### config.mk
export PLATFORM = sky130hd
export DESIGN_NAME = alu_sequencer
export DESIGN_NICKNAME = d
export VERILOG_FILES = /design/src/rtl/alu_pkg.sv /design/src/rtl/alu_sequencer.sv
export SDC_FILE = /design/constraint.sdc
export NUM_CORES = 1
export LEC_CHECK = 0
export BUFFER_PORTS_ARGS = -buffer_cell sky130_fd_sc_hd__buf_2
export CORE_MARGIN = 4
export CORE_UTILIZATION = 33
export CTS_BUF_LIST = sky130_fd_sc_hd__clkbuf_16
export DETAILED_ROUTE_END_ITERATION = 10
export GPL_TIMING_DRIVEN = 1
export PLACE_DENSITY = 0.73
export SYNTH_ARGS = -nofsm -noshare
export SYNTH_HDL_FRONTEND = slang
export SYNTH_SLANG_ARGS = --single-unit
### constraint.sdc
create_clock -name clk -period 1.95 [get_ports clk]
set_input_delay 0.195 -clock clk [delete_from_list [all_inputs] [get_ports clk]]
set_output_delay 0.195 -clock clk [all_outputs]
set_load 0.01 [all_outputs]
### src/rtl/alu_pkg.sv
// Shared types and constants for the ALU command sequencer.
package alu_pkg;

    localparam int unsigned DEF_DATA_W = 32;
    localparam int unsigned DEF_OP_W   = 3;
    localparam int unsigned FLAGS_W    = 4;
    localparam int unsigned CNT_W      = 4;

    // Bit positions inside the {overflow,zero,neg,carry} flag word
    localparam int unsigned FLG_OVF   = 3;
    localparam int unsigned FLG_ZERO  = 2;
    localparam int unsigned FLG_NEG   = 1;
    localparam int unsigned FLG_CARRY = 0;

    typedef enum logic [DEF_OP_W-1:0] {
        OP_ADD = 3'd0,
        OP_XOR = 3'd1,
        OP_AND = 3'd2,
        OP_OR  = 3'd3,
        OP_NOR = 3'd4,
        OP_SL  = 3'd5,
        OP_SR  = 3'd6,
        OP_SUB = 3'd7
    } alu_op_e;

    typedef enum logic [1:0] {
        ST_IDLE  = 2'd0,
        ST_DRIVE = 2'd1,
        ST_RESP  = 2'd2
    } seq_state_e;

endpackage

### src/rtl/alu_sequencer.sv
// Issues one command at a time to a combinational ALU, waits SETTLE_CYCLES, returns result/flags.
// Optional sticky {overflow,carry} status enabled by defining ALU_SEQ_STICKY_STATUS_EN.
module alu_sequencer
    import alu_pkg::*;
#(
    parameter int unsigned DATA_W        = DEF_DATA_W,
    parameter int unsigned OP_W          = DEF_OP_W,
    parameter int unsigned SETTLE_CYCLES = 1
) (
    input  logic              clk,
    input  logic              rst_n,
    input  logic              cmd_valid,
    output logic              cmd_ready,
    input  logic [OP_W-1:0]   cmd_op,
    input  logic [DATA_W-1:0] cmd_a,
    input  logic [DATA_W-1:0] cmd_b,
    output logic [OP_W-1:0]   alu_opcode,
    output logic [DATA_W-1:0] alu_a,
    output logic [DATA_W-1:0] alu_b,
    input  logic [DATA_W-1:0] alu_result,
    input  logic [3:0]        alu_flags,
    output logic              rsp_valid,
    input  logic              rsp_ready,
    output logic [DATA_W-1:0] rsp_result,
    output logic [3:0]        rsp_flags,
    output logic              busy,
    input  logic              clr_status,
    output logic [1:0]        status_flags
);

    if (SETTLE_CYCLES < 1 || SETTLE_CYCLES > 15) begin : g_settle_range_check
        $error("alu_sequencer: SETTLE_CYCLES must be within 1..15");
    end

    seq_state_e       state;
    seq_state_e       state_nx;
    logic [CNT_W-1:0] cnt;
    logic             accept;
    logic             capture;

    assign cmd_ready = (state == ST_IDLE);

    // State register; rsp_valid/busy are registered decodes of the next state
    always_ff @(posedge clk or negedge rst_n) begin
        if (!rst_n) begin
            state     <= ST_IDLE;
            rsp_valid <= 1'b0;
            busy      <= 1'b0;
        end else begin
            state     <= state_nx;
            rsp_valid <= (state_nx == ST_RESP);
            busy      <= (state_nx != ST_IDLE);
        end
    end

    always_comb begin
        state_nx = state;
        accept   = 1'b0;
        capture  = 1'b0;
        case (state)
            ST_IDLE: begin
                if (cmd_valid) begin
                    accept   = 1'b1;
                    state_nx = ST_DRIVE;
                end
            end
            ST_DRIVE: begin
                if (cnt == '0) begin
                    capture  = 1'b1;
                    state_nx = ST_RESP;
                end
            end
            ST_RESP: begin
                if (rsp_ready) begin
                    state_nx = ST_IDLE;
                end
            end
            default: state_nx = ST_IDLE;
        endcase
    end

    // Settle counter: loaded on accept so capture lands exactly SETTLE_CYCLES edges later
    always_ff @(posedge clk or negedge rst_n) begin
        if (!rst_n) begin
            cnt <= '0;
        end else if (accept) begin
            cnt <= CNT_W'(SETTLE_CYCLES - 1);
        end else if (state == ST_DRIVE && cnt != '0) begin
            cnt <= cnt - CNT_W'(1);
        end
    end

    // ALU operand registers only move on an accepted command
    always_ff @(posedge clk or negedge rst_n) begin
        if (!rst_n) begin
            alu_opcode <= '0;
            alu_a      <= '0;
            alu_b      <= '0;
        end else if (accept) begin
            alu_opcode <= cmd_op;
            alu_a      <= cmd_a;
            alu_b      <= cmd_b;
        end
    end

    always_ff @(posedge clk or negedge rst_n) begin
        if (!rst_n) begin
            rsp_result <= '0;
            rsp_flags  <= '0;
        end else if (capture) begin
            rsp_result <= alu_result;
            rsp_flags  <= alu_flags;
        end
    end

`ifdef ALU_SEQ_STICKY_STATUS_EN
    logic [1:0] sticky;

    // Set on capture takes priority over a same-edge clear
    always_ff @(posedge clk or negedge rst_n) begin
        if (!rst_n) begin
            sticky <= '0;
        end else begin
            if (clr_status) begin
                sticky <= '0;
            end
            if (capture && alu_flags[FLG_OVF]) begin
                sticky[1] <= 1'b1;
            end
            if (capture && alu_flags[FLG_CARRY]) begin
                sticky[0] <= 1'b1;
            end
        end
    end

    assign status_flags = sticky;
`else
    logic unused_clr_status;

    assign unused_clr_status = clr_status;
    assign status_flags      = '0;
`endif

endmodule

==> reports/qor.yml <==
p_leak_nw: 2.88
yosys_warnings: 0
multi_input_area_mm2: 0.00135
drtIter0Drc: 84
cts_resized: 0
instances_no_fill: 659
routedWlPerCell_um: 14.5
worst-setup-path-type: "register to register"
htreeDepth: 3
worstSetupEndpointType: "register"
root_buffer: "clkbuf_16"
antenna_found_initial: 0
min_period_ns: 1.80
start_util_pct: 33.6
yosys.area.top_type: "dfrtp_1"
cp_max_fo: 38
num_antenna_cells: 0
slowest_stage: "dfrtp_1"
rows: 41
fillers: 1181
cp_slowest_stage_delay_ns: 0.38
ant_nets: 0
cp-start-kind: "register"
drcViolationCount: 0
maxSlewHeadroom_pct: 60.5
yosysUniqueCellTypes: 23
cts_hold_buf: 1
ys_top_cells_by_area: "dfrtp_1 65%, mux2_2 27%, buf_2 0.94%, buf_6 0.80%, buf_4 0.71%"
worstPathRequired_ns: 2.18
post-route-period-util_pct: 92.3
fmax_mhz: 556
skew_ns: 0.00479
drive_above_1_share_pct: 69.8
synthTopCellsByCount: "111 x dfrtp_1, 103 x mux2_2, 8 x buf_2, 7 x nand2_1"
cp_data_arrival_time_ns: 2.02
port-buffer-count: 212
cts_buffers: 9
ys_seq_area_share_pct: 65.5
synth_top_area_share_pct: 65.5
viasPerCell: 4.41
drtPass1Iterations: 3
tightest_slew_ns: 0.592
gp_congestion: 0.680
syn-mean-instance-area_um2: 16.2
worst_hold_path_type: "input pin to register"
setup_tns_ns: 0
ys_ff_latch: 111
crit_start: "cnt[0]$_DFFE_PN0P_"
dieArea_mm2: 0.0147
grt_use_total_pct: 12.9
clock-sinks: 111
rsz0062_at_grt: "no"
wirelength_um: 9570
areaGrowthSynthToFinish_pct: 38.2
final_nets: 591
clkLatencyLatePin_ns: 0.34
vias: 2907
r2r_start: "cnt[0]$_DFFE_PN0P_"
clk_pin_slew_ns: 0.07
finalSetupViolations: 0
synth.most_common_cell: "dfrtp_1"
powerDensity_mw_per_mm2: 1720
coreArea_mm2: 0.0126
grt_max_degree: 112
fin_ws_ns: 0.151
io_pins: 216
dpl_worst_slack_ns: 0.148
hold_start: "alu_result[28]"
maxCapViolations: 0
place_inst: 642
hpwl_um: 7240
status: "finished clean"
synthArstFlopShare_pct: 100
ir_drop_mv: 0.649
path_cells: "inv_1 > ha_1 > nor3b_2 > nand3b_1 > buf_12 > mux2_1"
cts_tree: "done"
synth-main-ff-cell: "dfrtp_1"
drv_slew: 0
total_power_mw: 10.1
grt_pass1_vias: 3088
hold_viol: 0
register_area_mm2: 0.00278
grt_pass1_wl_um: 15100
clock_path_buffers: 2
cts_setup_buffers: 0
synthCells: 262
die_x_um: 121
syn_area_mm2: 0.00424
die_y_um: 121
overflow: 0
synth-edff-count: 0
## stage by stage
step                      util (%)  hold slack (ns)  cell area, µm²
final                         46.4           0.0799            5860
after global routing          46.4           0.0654            5860
after CTS                     46.4           0.0586            5860
after detailed placement      43.9            0.325            5550
after global placement        43.9            0.312            5550
after floorplan                  -           -0.101            4250
## layout by cell type (no fill, tap or decap), types with 2 or more instances in the layout
cell type / netlist / layout
nand2_1: 7 / 7
dfrtp_1: 111 / 111
buf_4: 4 / 7
mux2_2: 103 / 103
clkbuf_16: 0 / 9
conb_1: 1 / 2
o21ai_0: 2 / 2
nor2_1: 3 / 3
buf_2: 8 / 211
bufinv_16: 0 / 2
inv_1: 4 / 6
clkinv_1: 0 / 2
buf_12: 0 / 4
nand3_1: 2 / 2
nor3_1: 3 / 3
## cell families (layout without fill, tap and decap cells)
kind of cell	after synthesis	count (layout)	share of synthesized area [%]
other	1	2	0.0884
buffers and inverters	19	243	2.80
AND/OR/NAND/NOR	21	21	2.95
multiplexers	105	105	27.8
adder cells (fa/ha/maj)	1	1	0.295
flip-flops	111	111	65.5
AO/OA/AOI/OAI	4	4	0.531
## layer usage
metal | share of wire (%) | vias to the layer above | track usage [%]
li1 | - | 1348 | -
met1 | 38 | 1424 | 14.5
met2 | 52 | 122 | 22.6
met3 | 8.8 | 13 | 4.01
met4 | 1.7 | 0 | 5.25
met5 | 0 | - | 0
## sequential cells by signal, indices dropped and copies added (netlist names)
name and flops:
alu_a 32, alu_b 32, alu_opcode 3, busy 1, cnt 4, rsp_flags 4, rsp_result 32, rsp_valid 1
state 2
## power breakdown
group          total, mW  internal [mW]  leakage [nW]  switching, mW
registers           4.09           3.48          1.31          0.605
clock network       1.88           1.11         0.157          0.775
logic               4.09           2.22          1.42           1.86
## worst max-delay path: cells and delay by family, from the launching register on
| kind | cells | cell delay, ns |
|---|---|---|
| simple gates | 2 | 0.45 |
| flops | 1 | 0.38 |
| mux | 1 | 0.33 |
| buf+inv | 2 | 0.30 |
| fa+ha+maj | 1 | 0.20 |
## worst paths after layout
kind / slack (ns) / to / depth (start not counted)
max in group asynchronous: 1.02 / alu_a[9]$_DFFE_PN0P_ / 3
min in group asynchronous: 0.46 / alu_b[8]$_DFFE_PN0P_ / 3
worst max register to register: 0.15 / rsp_result[30]$_DFFE_PN0P_ / 6
worst max-delay path: 0.15 / rsp_result[30]$_DFFE_PN0P_ / 6
worst min register to register: 0.50 / alu_a[19]$_DFFE_PN0P_ / 1
worst min-delay path: 0.08 / rsp_result[28]$_DFFE_PN0P_ / 2
## final cells by class
class | count | area share (%)
multi-input combinational | 133 | 23.0
clock inverter | 7 | 1.37
inverter | 4 | 0.256
clock buffer | 9 | 3.84
tap | 172 | 3.67
sequential | 111 | 47.4
timing repair buffer | 223 | 20.5
(Power assumes the default switching activity.)
